`src/rtl/mips_pkg.sv`:
```
// Shared MIPS fetch definitions: reset PC, word widths, instruction field positions
// and the buffered fetch entry layout.
package mips_pkg;
   localparam int WORD_W  = 32;
   localparam int ENTRY_W = 2 * WORD_W;

   localparam logic [31:0] RESET_PC_DEF = 32'h0000_3000;

   localparam int OP_HI    = 31;
   localparam int OP_LO    = 26;
   localparam int RS_HI    = 25;
   localparam int RS_LO    = 21;
   localparam int RT_HI    = 20;
   localparam int RT_LO    = 16;
   localparam int RD_HI    = 15;
   localparam int RD_LO    = 11;
   localparam int SHAMT_HI = 10;
   localparam int SHAMT_LO = 6;
   localparam int FUNCT_HI = 5;
   localparam int FUNCT_LO = 0;
   localparam int IMM_HI   = 15;
   localparam int IMM_LO   = 0;
   localparam int INDEX_HI = 25;
   localparam int INDEX_LO = 0;

   typedef struct packed {
      logic [WORD_W-1:0] pc;
      logic [WORD_W-1:0] instr;
   } fetch_entry_t;

   function automatic logic [31:0] word_align(input logic [31:0] addr);
      return {addr[31:2], 2'b00};
   endfunction
endpackage

```
`src/rtl/if_stage_if.sv`:
```
// Bundle of the instruction-memory handshake and the decode-facing head outputs.
// master = fetch stage side, slave = memory/decode side.
interface if_stage_if;
   logic        imem_req;
   logic [31:0] imem_addr;
   logic        imem_gnt;
   logic        imem_rvalid;
   logic [31:0] imem_rdata;

   logic        id_ready;
   logic        id_valid;
   logic [31:0] id_pc;
   logic [31:0] id_instr;
   logic [5:0]  id_op;
   logic [5:0]  id_funct;
   logic [4:0]  id_rs;
   logic [4:0]  id_rt;
   logic [4:0]  id_rd;
   logic [4:0]  id_shamt;
   logic [15:0] id_imm16;
   logic [25:0] id_index26;

   modport master (
      output imem_req, imem_addr,
      input  imem_gnt, imem_rvalid, imem_rdata,
      input  id_ready,
      output id_valid, id_pc, id_instr, id_op, id_funct,
      output id_rs, id_rt, id_rd, id_shamt, id_imm16, id_index26
   );

   modport slave (
      input  imem_req, imem_addr,
      output imem_gnt, imem_rvalid, imem_rdata,
      output id_ready,
      input  id_valid, id_pc, id_instr, id_op, id_funct,
      input  id_rs, id_rt, id_rd, id_shamt, id_imm16, id_index26
   );
endinterface

```
`src/rtl/if_buf.sv`:
```
// Synchronous show-ahead FIFO with flush. head reads as zero while empty so the
// decode-facing data is clean after reset or a flush.
module if_buf #(
   parameter int DEPTH = 2,
   parameter int WIDTH = 64,
   parameter int CW    = $clog2(DEPTH + 1)
) (
   input  logic             clk,
   input  logic             rst,
   input  logic             flush,
   input  logic             push,
   input  logic             pop,
   input  logic [WIDTH-1:0] wdata,
   output logic [WIDTH-1:0] head,
   output logic [CW-1:0]    count
);
   localparam int PW = (DEPTH > 1) ? $clog2(DEPTH) : 1;

   logic [WIDTH-1:0] mem_r [DEPTH];
   logic [PW-1:0]    rd_ptr_r;
   logic [PW-1:0]    wr_ptr_r;
   logic [CW-1:0]    cnt_r;
   logic             pop_s;

   function automatic logic [PW-1:0] ptr_inc(input logic [PW-1:0] p);
      if (p == PW'(DEPTH - 1)) begin
         return {PW{1'b0}};
      end else begin
         return p + PW'(1);
      end
   endfunction

   // Popping an empty buffer is a no-op.
   assign pop_s = pop && (cnt_r != {CW{1'b0}});
   assign head  = (cnt_r != {CW{1'b0}}) ? mem_r[rd_ptr_r] : {WIDTH{1'b0}};
   assign count = cnt_r;

   // Pointer, occupancy and storage update.
   always_ff @(posedge clk) begin
      if (rst || flush) begin
         rd_ptr_r <= {PW{1'b0}};
         wr_ptr_r <= {PW{1'b0}};
         cnt_r    <= {CW{1'b0}};
      end else begin
         if (push) begin
            mem_r[wr_ptr_r] <= wdata;
            wr_ptr_r        <= ptr_inc(wr_ptr_r);
         end
         if (pop_s) begin
            rd_ptr_r <= ptr_inc(rd_ptr_r);
         end
         case ({push, pop_s})
            2'b10:   cnt_r <= cnt_r + CW'(1);
            2'b01:   cnt_r <= cnt_r - CW'(1);
            default: cnt_r <= cnt_r;
         endcase
      end
   end

   if_buf_chk #(.DEPTH(DEPTH), .CW(CW)) u_chk (
      .clk   (clk),
      .rst   (rst),
      .push  (push),
      .count (cnt_r)
   );
endmodule

```
`src/rtl/if_buf_chk.sv`:
```
// Occupancy checker for if_buf: a push must never land on a full buffer.
module if_buf_chk #(
   parameter int DEPTH = 2,
   parameter int CW    = 2
) (
   input logic          clk,
   input logic          rst,
   input logic          push,
   input logic [CW-1:0] count
);
   a_no_overflow: assert property (@(posedge clk) disable iff (rst)
      push |-> (count != CW'(DEPTH)));
endmodule

```
`src/rtl/if_stage.sv`:
```
// Instruction fetch stage: PC, credit-limited in-order fetches, response drop after
// redirect/reset, and a show-ahead instruction buffer split into fields for decode.
module if_stage
   import mips_pkg::*;
#(
   parameter logic [31:0] RESET_PC  = RESET_PC_DEF,
   parameter int          BUF_DEPTH = 2
) (
   input logic        clk,
   input logic        rst,
   input logic        redirect_valid,
   input logic [31:0] redirect_pc,
   if_stage_if.master bus
);
   localparam int CW = $clog2(BUF_DEPTH + 1);

   logic [31:0]   pc_r;
   logic [CW-1:0] out_r;
   logic [CW-1:0] drop_r;
   logic [CW-1:0] buf_cnt_s;
   logic [CW-1:0] pcq_cnt_s;
   logic [CW-1:0] inflight_s;
   logic [CW+1:0] credit_s;
   logic [31:0]   req_pc_s;
   logic          req_s;
   logic          hs_s;
   logic          drop_hit_s;
   logic          live_rsp_s;
   logic          push_s;
   logic          pop_s;
   fetch_entry_t  push_entry_s;
   fetch_entry_t  head_s;

   // Dropped responses still hold credit, so memory never sees more than BUF_DEPTH in flight.
   always_comb begin
      credit_s     = {2'b00, buf_cnt_s} + {2'b00, out_r} + {2'b00, drop_r};
      req_s        = !rst && !redirect_valid && (credit_s < (CW+2)'(BUF_DEPTH));
      hs_s         = req_s && bus.imem_gnt;
      drop_hit_s   = bus.imem_rvalid && (drop_r != {CW{1'b0}});
      live_rsp_s   = bus.imem_rvalid && !drop_hit_s && (out_r != {CW{1'b0}});
      inflight_s   = out_r + drop_r - CW'(drop_hit_s) - CW'(live_rsp_s);
      push_s       = live_rsp_s && (pcq_cnt_s != {CW{1'b0}}) && !redirect_valid && !rst;
      pop_s        = (buf_cnt_s != {CW{1'b0}}) && bus.id_ready;
      push_entry_s = '{pc: req_pc_s, instr: bus.imem_rdata};
   end

   // Program counter: reset, then redirect, then advance on an accepted request.
   always_ff @(posedge clk) begin
      if (rst) begin
         pc_r <= RESET_PC;
      end else if (redirect_valid) begin
         pc_r <= word_align(redirect_pc);
      end else if (hs_s) begin
         pc_r <= pc_r + 32'd4;
      end else begin
         pc_r <= pc_r;
      end
   end

   // A restart turns everything still in flight into responses to be discarded.
   always_ff @(posedge clk) begin
      if (rst || redirect_valid) begin
         out_r  <= {CW{1'b0}};
         drop_r <= inflight_s;
      end else begin
         out_r  <= out_r + CW'(hs_s) - CW'(live_rsp_s);
         drop_r <= drop_r - CW'(drop_hit_s);
      end
   end

   if_buf #(.DEPTH(BUF_DEPTH), .WIDTH(WORD_W), .CW(CW)) u_pcq (
      .clk   (clk),
      .rst   (rst),
      .flush (redirect_valid),
      .push  (hs_s),
      .pop   (live_rsp_s),
      .wdata (pc_r),
      .head  (req_pc_s),
      .count (pcq_cnt_s)
   );

   if_buf #(.DEPTH(BUF_DEPTH), .WIDTH(ENTRY_W), .CW(CW)) u_buf (
      .clk   (clk),
      .rst   (rst),
      .flush (redirect_valid),
      .push  (push_s),
      .pop   (pop_s),
      .wdata (push_entry_s),
      .head  (head_s),
      .count (buf_cnt_s)
   );

   assign bus.imem_req   = req_s;
   assign bus.imem_addr  = pc_r;
   assign bus.id_valid   = (buf_cnt_s != {CW{1'b0}});
   assign bus.id_pc      = head_s.pc;
   assign bus.id_instr   = head_s.instr;
   assign bus.id_op      = head_s.instr[OP_HI:OP_LO];
   assign bus.id_rs      = head_s.instr[RS_HI:RS_LO];
   assign bus.id_rt      = head_s.instr[RT_HI:RT_LO];
   assign bus.id_rd      = head_s.instr[RD_HI:RD_LO];
   assign bus.id_shamt   = head_s.instr[SHAMT_HI:SHAMT_LO];
   assign bus.id_funct   = head_s.instr[FUNCT_HI:FUNCT_LO];
   assign bus.id_imm16   = head_s.instr[IMM_HI:IMM_LO];
   assign bus.id_index26 = head_s.instr[INDEX_HI:INDEX_LO];
endmodule

```
`src/flat_wrapper.sv`:
```
// flat-port wrapper written by rule: the top's interface ports become plain ports
module if_stage_flat import mips_pkg::*;
#(
   parameter logic [31:0] RESET_PC  = RESET_PC_DEF,
   parameter int          BUF_DEPTH = 2
)
  (clk, rst, redirect_valid, redirect_pc, bus_imem_req, bus_imem_addr, bus_imem_gnt, bus_imem_rvalid, bus_imem_rdata, bus_id_ready, bus_id_valid, bus_id_pc, bus_id_instr, bus_id_op, bus_id_funct, bus_id_rs, bus_id_rt, bus_id_rd, bus_id_shamt, bus_id_imm16, bus_id_index26);
  if_stage_if bus_i ();
  input logic clk;
  input logic rst;
  input logic redirect_valid;
  input logic [31:0] redirect_pc;
  output wire logic [$bits(bus_i.imem_req)-1:0] bus_imem_req;
  output wire logic [$bits(bus_i.imem_addr)-1:0] bus_imem_addr;
  input wire logic [$bits(bus_i.imem_gnt)-1:0] bus_imem_gnt;
  input wire logic [$bits(bus_i.imem_rvalid)-1:0] bus_imem_rvalid;
  input wire logic [$bits(bus_i.imem_rdata)-1:0] bus_imem_rdata;
  input wire logic [$bits(bus_i.id_ready)-1:0] bus_id_ready;
  output wire logic [$bits(bus_i.id_valid)-1:0] bus_id_valid;
  output wire logic [$bits(bus_i.id_pc)-1:0] bus_id_pc;
  output wire logic [$bits(bus_i.id_instr)-1:0] bus_id_instr;
  output wire logic [$bits(bus_i.id_op)-1:0] bus_id_op;
  output wire logic [$bits(bus_i.id_funct)-1:0] bus_id_funct;
  output wire logic [$bits(bus_i.id_rs)-1:0] bus_id_rs;
  output wire logic [$bits(bus_i.id_rt)-1:0] bus_id_rt;
  output wire logic [$bits(bus_i.id_rd)-1:0] bus_id_rd;
  output wire logic [$bits(bus_i.id_shamt)-1:0] bus_id_shamt;
  output wire logic [$bits(bus_i.id_imm16)-1:0] bus_id_imm16;
  output wire logic [$bits(bus_i.id_index26)-1:0] bus_id_index26;
  assign bus_imem_req = bus_i.imem_req;
  assign bus_imem_addr = bus_i.imem_addr;
  assign bus_i.imem_gnt = bus_imem_gnt;
  assign bus_i.imem_rvalid = bus_imem_rvalid;
  assign bus_i.imem_rdata = bus_imem_rdata;
  assign bus_i.id_ready = bus_id_ready;
  assign bus_id_valid = bus_i.id_valid;
  assign bus_id_pc = bus_i.id_pc;
  assign bus_id_instr = bus_i.id_instr;
  assign bus_id_op = bus_i.id_op;
  assign bus_id_funct = bus_i.id_funct;
  assign bus_id_rs = bus_i.id_rs;
  assign bus_id_rt = bus_i.id_rt;
  assign bus_id_rd = bus_i.id_rd;
  assign bus_id_shamt = bus_i.id_shamt;
  assign bus_id_imm16 = bus_i.id_imm16;
  assign bus_id_index26 = bus_i.id_index26;
  if_stage #(.RESET_PC(RESET_PC), .BUF_DEPTH(BUF_DEPTH)) u_core (.clk(clk), .rst(rst), .redirect_valid(redirect_valid), .redirect_pc(redirect_pc), .bus(bus_i));
endmodule
```
`config.mk`:
```
export PLATFORM = sky130hd
export DESIGN_NAME = if_stage_flat
export DESIGN_NICKNAME = d
export VERILOG_FILES = /design/src/rtl/mips_pkg.sv /design/src/rtl/if_stage_if.sv /design/src/rtl/if_buf.sv /design/src/rtl/if_buf_chk.sv /design/src/rtl/if_stage.sv /design/src/flat_wrapper.sv
export SDC_FILE = /design/constraint.sdc
export NUM_CORES = 1
export LEC_CHECK = 0
export ABC_AREA = 1
export CAP_MARGIN = 20
export CELL_PAD_IN_SITES_DETAIL_PLACEMENT = 1
export CELL_PAD_IN_SITES_GLOBAL_PLACEMENT = 1
export CORE_MARGIN = 3
export CORE_UTILIZATION = 38
export CTS_CLUSTER_SIZE = 28
export DETAILED_ROUTE_END_ITERATION = 8
export PLACE_DENSITY = 0.91
export SETUP_SLACK_MARGIN = 0.2
export SYNTH_ARGS = -nofsm -noshare
export SYNTH_HDL_FRONTEND = slang
export SYNTH_SLANG_ARGS = --single-unit
```
`constraint.sdc`:
```
create_clock -name clk -period 6.1 [get_ports clk]
set_input_delay 1.22 -clock clk [delete_from_list [all_inputs] [get_ports clk]]
set_output_delay 1.22 -clock clk [all_outputs]
set_load 0.02 [all_outputs]
```
# After elaboration in Yosys (flattened, before gate mapping)

Memory sizes are Yosys's and may differ from the RTL's. A register that Yosys moved wholly into a read port is not among the register bits.
Cells that the tools add are included.

Memories kept: 2
Register bits after elaboration: 44
Bits of input ports: 70
Output and inout bits: 172
Bits in writable memories: 192
Logic and storage cells: 78

Memory list:

| name               | words | bits a word | rd ports | clocked after memory_dff | write ports | RTL line     | source |
|---|---|---|---|---|---|---|---|
| u_core.u_buf.mem_r | 2     | 64          | 1        | 1                        | 1           | if_buf.sv:19 | `logic [WIDTH-1:0] mem_r [DEPTH];` |
| u_core.u_pcq.mem_r | 2     | 32          | 1        | 1                        | 1           | if_buf.sv:19 |  |

Muxes and demuxes: 21
Eq/ne operators: 4
Order comparisons: 1
Add/sub/neg operators: 17
Reduce and logical (&&, ||, !) cells: 23

Operator list:

| cell                                               | count |
|---|---|
| 2-to-1 mux 32 bit                                  | 3 |
| 2-to-1 mux 64 bit                                  | 1 |
| adder 32 x 3 -> 32 bit, second input constant      | 1 |
| 2-to-1 mux 1 bit                                   | 14 |
| nonzero test 2 bit                                 | 7 |
| logical AND 1 bit                                  | 11 |
| case mux 2 bit (2 select lines)                    | 2 |
| subtractor 2 x 1 -> 2 bit                          | 4 |
| adder 1 bit, second input constant                 | 4 |
| adder 2 x 1 -> 2 bit, second input constant        | 2 |
| adder 4 x 2 -> 4 bit                               | 1 |
| == test 2 x 1 -> 1 bit, second input constant      | 2 |
| == test 2 bit, second input constant               | 2 |
| < comparator 4 x 2 -> 1 bit, second input constant | 1 |
| subtractor 2 x 1 -> 2 bit, second input constant   | 2 |
| adder 2 x 2 -> 3 bit                               | 1 |
| logical NOT 1 bit                                  | 3 |
| adder 2 x 1 -> 2 bit                               | 1 |
| adder 2 bit                                        | 1 |
| 2-to-1 mux 2 bit                                   | 1 |
| OR reduction 2 bit                                 | 1 |
| logical OR 1 bit                                   | 1 |

# Depth between registers and ports, before layout

Gate-level depths: netlist of run 1.

Depth in word-level cells: 11
Depth in mapped cells: 15

# By module

A second synthesis of run 1 with hierarchy kept.

Cell total of the unflattened synthesis: 1077
Area, all modules: 11194.5 µm²

Modules (own cells, without submodules):

| module                 | cells an instance | times used | area an instance (µm²) | seq. area each (µm²) |
|---|---|---|---|---|
| if_buf at u_core.u_buf | 378               | 1          | 5367.6                 | 3943.8 |
| if_stage               | 491               | 1          | 3143.0                 | 680.7 |
| if_buf at u_core.u_pcq | 208               | 1          | 2683.8                 | 2021.9 |

# Worst setup path after synthesis of run 1

No wires, ideal clock.

Path kind: in2reg
Start: input bus_imem_rvalid
End: memory u_core.u_buf.mem_r[0][0], enable pin
Stages: 6
Path slack: 1.018 ns
Arrival time: 4.600 ns
Setup time: 0.482 ns
Cells stage by stage: inv_1 nor3_1 o21ai_0 inv_1 nand2_1 nor2_1

Longest elaborated chain between the ends: 10

Ends and longest elaborated chain:

| element                                  | RTL line           | source |
|---|---|---|
| start: declaration                       | flat_wrapper.sv:16 | `input wire logic [$bits(bus_i.imem_rvalid)-1:0] bus_imem_rvalid;` |
| logical AND 1 bit                        | if_stage.sv:39     | `drop_hit_s = bus.imem_rvalid && (drop_r != {CW{1'b0}});` |
| logical NOT 1 bit                        | if_stage.sv:40     | `live_rsp_s = bus.imem_rvalid && !drop_hit_s && (out_r != {CW{1'b0}});` |
| logical AND 1 bit * (2 in a row)         | if_stage.sv:40     |  |
| logical AND 1 bit *                      | -                  |  |
| net u_core.u_pcq.pop_s                   | if_buf.sv:23       | `logic pop_s;` |
| logical AND 1 bit * (2 in a row)         | if_stage.sv:42     | `push_s = live_rsp_s && (pcq_cnt_s != {CW{1'b0}}) && !redirect_valid && !rst;` |
| 2-to-1 mux 1 bit *                       | if_buf.sv:45       | `if (push) begin` |
| 2-to-1 mux 1 bit *                       | if_buf.sv:40       | `if (rst \|\| flush) begin` |
| 2-to-1 mux 1 bit (implied by the code) * | if_buf.sv:46       | `mem_r[wr_ptr_r] <= wdata;` |
| end: declaration                         | if_buf.sv:19       |  |

The timed path passes the listed nets; every way through them passes the cells marked *.

# Worst setup path in the final report of run 1

Start: input redirect_valid
End: output bus_imem_req

Longest elaborated chain between the ends: 3

Ends and longest elaborated chain:

| element                        | RTL line           | source |
|---|---|---|
| start: declaration             | flat_wrapper.sv:11 | `input logic redirect_valid;` |
| logical NOT 1 bit              | if_stage.sv:37     | `req_s = !rst && !redirect_valid && (credit_s < (CW+2)'(BUF_DEPTH));` |
| logical AND 1 bit (2 in a row) | if_stage.sv:37     |  |
| end: declaration               | flat_wrapper.sv:13 | `output wire logic [$bits(bus_i.imem_req)-1:0] bus_imem_req;` |

No other way between the ends.

==> results.cfg, run 1 <==
[logic_synthesis]
ys_types = 34
synth_top_family_by_area = simple AND/OR/NAND/NOR gates
synth_area_um2 = 10300
synthAdderAreaFrac_pct = 1.86
postSynthAreaPerCell_um2 = 9.85
ys_ff_latch = 228
syn_inst = 1051
yosysSeqAreaShare_pct = 61.9
synth_xor_area_share_pct = 1.27
muxShareOfSynthArea_pct = 0
post_synth_and_or_nand_nor_area_fraction_pct = 17.8
yosys_warnings = 0
synth-compound-area-share_pct = 7.70

[detailed_routing]
route.met2.wl_um = 14200
first_iter_violations = 462
routed_via_density = 5.02
ant_nets = 0
drt-total-wl_um = 28500
drc = 0
routedWlPerCell_um = 18.2
met3WireLength_um = 2160
wirelength_met1_um = 11600
firstDrtPassIters = 5
vias = 7847
top_layer_used = met4

[sta]
period_minus_slack_ns = 4.56
tightest_slew_ns = 0.949
finalHoldViolCount = 0
setup_viol = 0
fin_setup_tns_ns = 0
grt_setup_unrepaired = false
slew_violations = 0
relSlewSlack_pct = 36.7
fmax_mhz = 219
hold_ws_ns = 0.470
clock_skew_ns = 0.0175
timing.final.crit_share_pct = 74.8

[setup_path]
critPathBufInv = 5
slowest_delay_ns = 0.53
crit_chain = clkdlybuf4s50_1 -> buf_4 -> clkinv_2 -> nand2_2 -> nor2_4 -> nand2_1 -> inv_1 -> clkdlybuf4s50_1
path_max_fanout = 27
cp_common_cell = clkdlybuf4s50_1
cp_slowest_cell = clkdlybuf4s50_1
arrival_ns = 3.34
crit_required_ns = 4.88
critical_path.top_delay_family = buffers and inverters
cp-end-kind = output pin
path_class = in2out
cp-start-kind = input pin

[floorplanning]
fp.coreArea_um2 = 26400
boundaryPins = 242
initial_core_util_pct = 39.2
rows = 59
die_y_um = 171
dieWidth_um = 171
dieArea_um2 = 29200

[place]
gp_congestion = 0.881
dpl.hpwl_um = 19800
numPortBuffers = 235
place_area_um2 = 12500

[clocking]
insertion_delay_ns = 0.51
cts_tree = done
cts_buffer_depth = 3
cts_buffers = 24
post_cts_buffers = 0
cts-resized-gates = 0
cts_root_buf = clkbuf_16
path_clk_slew_ns = 0.06
htreeDepth = 1
clock_sinks = 228
cts_hold_buf = 0

[cells_and_area]
diodes = 0
fin_area_um2 = 13300
fill_cells = 2899
fin_nets = 1292
multiInputGateArea_um2 = 3010
syn2layout_area_growth_pct = 28.4
drive_gt1_share_pct = 5.46
seqCellArea_um2 = 6410

[global_routing]
grt_max_degree = 63
grt_use_total_pct = 19.0
grt_pass1_wl_um = 44000
grt_pass1_vias = 8116
antenna_found_initial = 0
grt_remaining_overflow = 0

[pwr]
p_leak_uw = 0.00487
ir_worst_vdd_mv = 0.162
cellPowerDensity_nw_per_um2 = 263
fin_total_pwr_uw = 3490

[worst_hold_path]
hold_class = reg2reg

[job]
maxCapViolations = 0

[outcome]
status = complete, no violations
==> report_power, final <==
group          leakage [uW]  switching [uW]  internal [uW]  total, uW
Sequential          0.00205            49.7           1710       1760
Combinational       0.00245             164            139        303
Clock              0.000373             582            844       1430
==> state kept, by name, summed over array words and instances (netlist names), 2 cells and up, named ones only <==
register and cells:
u_core.bus.imem_addr 30, u_core.drop_r 2, u_core.out_r 2, u_core.u_buf.count 2
u_core.u_buf.mem_r 124, u_core.u_pcq.count 2, u_core.u_pcq.mem_r 60
==> Yosys cell counts (all sizes together) <==
cell type / n / area [um2]
clkbuf: 31 / 116
inv: 56 / 210
nand4: 4 / 25.0
conb: 1 / 3.75
or2: 2 / 12.5
buf: 86 / 634
ha: 9 / 113
fa: 4 / 80.1
nor2: 70 / 273
nand3b: 5 / 37.5
edfxtp: 184 / 5530
a22oi: 1 / 7.51
xnor2: 13 / 114
a31oi: 7 / 43.8
nand3: 31 / 168
clkinv: 2 / 10.0
nor3: 3 / 20.0
o21ai: 24 / 120
a21oi: 122 / 611
xor2: 2 / 17.5
o211ai: 2 / 15.0
dfxtp: 44 / 881
nand2: 348 / 1310
==> per-layer routing <==
layer / global-route usage, % / vias to the layer above
met5: 0 / -
met4: 4.30 / 0
met3: 5.01 / 33
li1: - / 3734
met2: 33.9 / 272
met1: 23.0 / 3808
==> cell type report <==
type                    instances  area share (%)
clock inverters                15           0.979
repair buffers                246            18.4
inverters                      58            1.66
multi-input cells             651            22.7
well taps                     335            3.16
clock buffers                  29            4.90
flip-flops and latches        228            48.2
==> through the flow <==
step                cells  utilization [%]  worst slack [ns]
floorplan            1054                -              1.02
global placement     1518             47.3              1.55
detailed placement   1518             47.3              1.54
CTS                  1562             50.3              1.53
global route         1562             50.3              1.42
finish               1562             50.3              1.54
==> cell families after synthesis <==
| group | after synthesis |
|---|---|
| flip-flops | 228 |
| AO/OA/AOI/OAI | 156 |
| XOR/XNOR | 15 |
| adder cells (fa/ha/maj) | 13 |
| AND/OR/NAND/NOR | 463 |
| other | 1 |
| buffers and inverters | 175 |
==> cell usage in the layout, fill, tap and decap left out, types with 5 or more instances in the layout <==
cell type and count:
a21oi_1 122, clkbuf_16 25, nand3b_1 5, clkdlybuf4s50_1 235, a31oi_1 7, nand2_1 346, nand3_1 30, xnor2_1 13
nor2_1 63, inv_1 52, buf_4 10, clkinv_2 7, edfxtp_1 184, o21ai_0 22, dfxtp_1 43, ha_1 9
==> worst paths after layout <==
kind / startpoint / end / slack, ns / cells after the start
worst max-delay path: redirect_valid / bus_imem_req / 1.54 / 8
worst min-delay path: u_core.u_buf.rd_ptr_r / u_core.u_buf.rd_ptr_r / 0.47 / 1
worst max register to register: u_core.u_buf.count[0] / u_core.out_r[1] / 2.57 / 12
worst min register to register: u_core.u_buf.rd_ptr_r / u_core.u_buf.rd_ptr_r / 0.47 / 1
==> worst reg2reg max path, delay by kind of cell (launching register included) <==
family                     cells  cell delay (ns)
and+or+nand+nor                4             0.72
DFF                            1             0.38
xor gates and xnor gates       1             0.14
buffers and inverters          2             0.50
AOI/OAI and AO/OA              1             0.13
adders and majority gates      4             1.60
Power figures use the tool's default switching activity.
==> run 2: changes to the inputs <==
==> constraint.sdc (replaced) <==
create_clock -name clk -period 4.6 [get_ports clk]
set_input_delay 0.92 -clock clk [delete_from_list [all_inputs] [get_ports clk]]
set_output_delay 0.92 -clock clk [all_outputs]
set_load 0.02 [all_outputs]
==> run 2 against run 1 <==
  * First-iteration DRC count is 4.8% higher
  * Final cell count hardly changed
  * Register-to-register slack worse by 1.5 ns
  * Combinational power increased by 32%
  * Largest power group unchanged
  * Design area increased by 0.25%
  * Non-clock buffer count unchanged
==> results.cfg, run 2 (synthesis gave the netlist of run 1 again) <==
[setup_path]
path_max_fanout = 6
cp-end-kind = output pin
crit_required_ns = 3.68
cp-start-kind = flop
slowest_delay_ns = 0.60
crit_chain = ha_1 -> fa_1 -> inv_1 -> fa_1 -> nand2_1 -> nor2_4 -> nand2_1 -> inv_1 -> clkdlybuf4s50_1
path_class = reg2out
cp_slowest_cell = clkdlybuf4s50_1
arrival_ns = 3.19

[sta]
grt_setup_unrepaired = false
final.setup.worst_slack_ns = 0.486
clock_skew_ns = 0.0176
timing.final.crit_share_pct = 89.4
finalHoldViolCount = 0
relSlewSlack_pct = 37.3
fmax_mhz = 243
hold_ws_ns = 0.481
period_minus_slack_ns = 4.11
setup_viol = 0
tightest_slew_ns = 0.940
fin_setup_tns_ns = 0
slew_violations = 0

[cells_and_area]
final_common_cell = nand2_1
syn2layout_area_growth_pct = 28.7
top_register = u_core.u_buf.mem_r
fin_nets = 1293
largest_reg_flops = 124
fill_cells = 2894
fin_util_pct = 50.4
final_cells = 1563
drive_gt1_share_pct = 5.54
layout_common_cells = 346 x nand2_1, 235 x clkdlybuf4s50_1, 184 x edfxtp_1
diodes = 0

[clocking]
cts_hold_buf = 0
cts_buffers = 25
clock_sinks = 228
cts-resized-gates = 0
cts_root_buf = clkbuf_16
cts_buffer_depth = 3
insertion_delay_ns = 0.52
cts_tree = done
htreeDepth = 1
path_clk_slew_ns = 0.06
post_cts_buffers = 0

[detailed_routing]
vias = 7967
routed_via_density = 5.10
first_iter_violations = 484
firstDrtPassIters = 5
drc = 0
routedWlPerCell_um = 18.4
drt-total-wl_um = 28700
ant_nets = 0

[global_routing]
grt_pass1_vias = 8198
grt_max_degree = 64
grt_remaining_overflow = 0
grt_use_total_pct = 19.1
grt_pass1_wl_um = 44300
antenna_found_initial = 0

[place]
numPortBuffers = 235
dpl.cell_count = 1518
gp_congestion = 0.834
dpl.hpwl_um = 20200
dpl_worst_slack_ns = 0.835

[pwr]
ir_worst_vdd_mv = 0.192
cellPowerDensity_nw_per_um2 = 351
p_leak_uw = 0.00489

[floorplanning]
die_y_um = 171
boundaryPins = 242
rows = 59
dieArea_um2 = 29200
dieWidth_um = 171
initial_core_util_pct = 39.2
fp.coreArea_um2 = 26400

[outcome]
status = complete, no violations

[worst_hold_path]
hold_class = reg2reg

[job]
maxCapViolations = 0
run 2: changes by cell type in the layout (fill, tap and decap cells not counted), sizes merged:
cell,delta
clkbuf,+2
clkinv,-1
inv,+2
clkinvlp,-2
run 2: path summary, 6_finish.rpt:
check,cells past startpoint,start,slack [ns],endpoint
worst min-delay path,1,u_core.u_buf.rd_ptr_r,0.48,flop
worst max-delay path,9,u_core.u_buf.count[0],0.49,bus_imem_req
worst max register to register,12,u_core.u_buf.count[0],1.07,u_core.out_r[1]
worst min register to register,1,u_core.u_buf.rd_ptr_r,0.48,flop
run 2: power by group:
group / leakage [uW] / total [uW] / switching (uW) / internal [uW]
Sequential: 0.00205 / 2340 / 62.7 / 2270
Clock: 0.000389 / 1940 / 796 / 1140
Combinational: 0.00245 / 401 / 218 / 183
Total: 0.00489 / 4680 / 1080 / 3600
run 2: critical path: cells and delay by family (launching register included):
family / cells / cell delay [ns]
simple gates: 3 / 0.28
fa+ha+maj: 3 / 1.29
flops: 1 / 0.38
buf+inv: 3 / 0.73
run 2: layout make-up:
class                      count  area, um2  share of cell area [%]
clock buffer                  31        668                    5.02
clock inverter                14        133                   0.996
tap                          335        419                    3.15
inverter                      58        220                    1.65
sequential                   228       6410                    48.1
multi-input combinational    651       3010                    22.6
timing repair buffer         246       2460                    18.5
run 2: per-layer routing:
metal	wire, um	vias to the layer above	global-route usage, %
met5	0	-	0
met4	681	0	5.18
met3	2080	52	3.60
met2	14400	325	34.4
met1	11500	3844	23.5
li1	-	3746	-
run 2: through the flow:
stage          cell area, um2  power (uW)
3_5_place_dp            12500        2780
4_1_cts                 13300        4720
3_3_place_gp            12500        2750
2_1_floorplan           10400        2600
6_report                13300        4680
5_1_grt                 13300        4850
==> run 3: changes to the inputs <==
--- a/config.mk
+++ b/config.mk
@@ -15,6 +15,7 @@
 export DETAILED_ROUTE_END_ITERATION = 8
 export PLACE_DENSITY = 0.91
 export SETUP_SLACK_MARGIN = 0.2
+export SKIP_LAST_GASP = 1
 export SYNTH_ARGS = -nofsm -noshare
 export SYNTH_HDL_FRONTEND = slang
 export SYNTH_SLANG_ARGS = --single-unit
==> results of run 3 <==
Same layout as run 2: the final DEF is identical, and so are final timing and power.
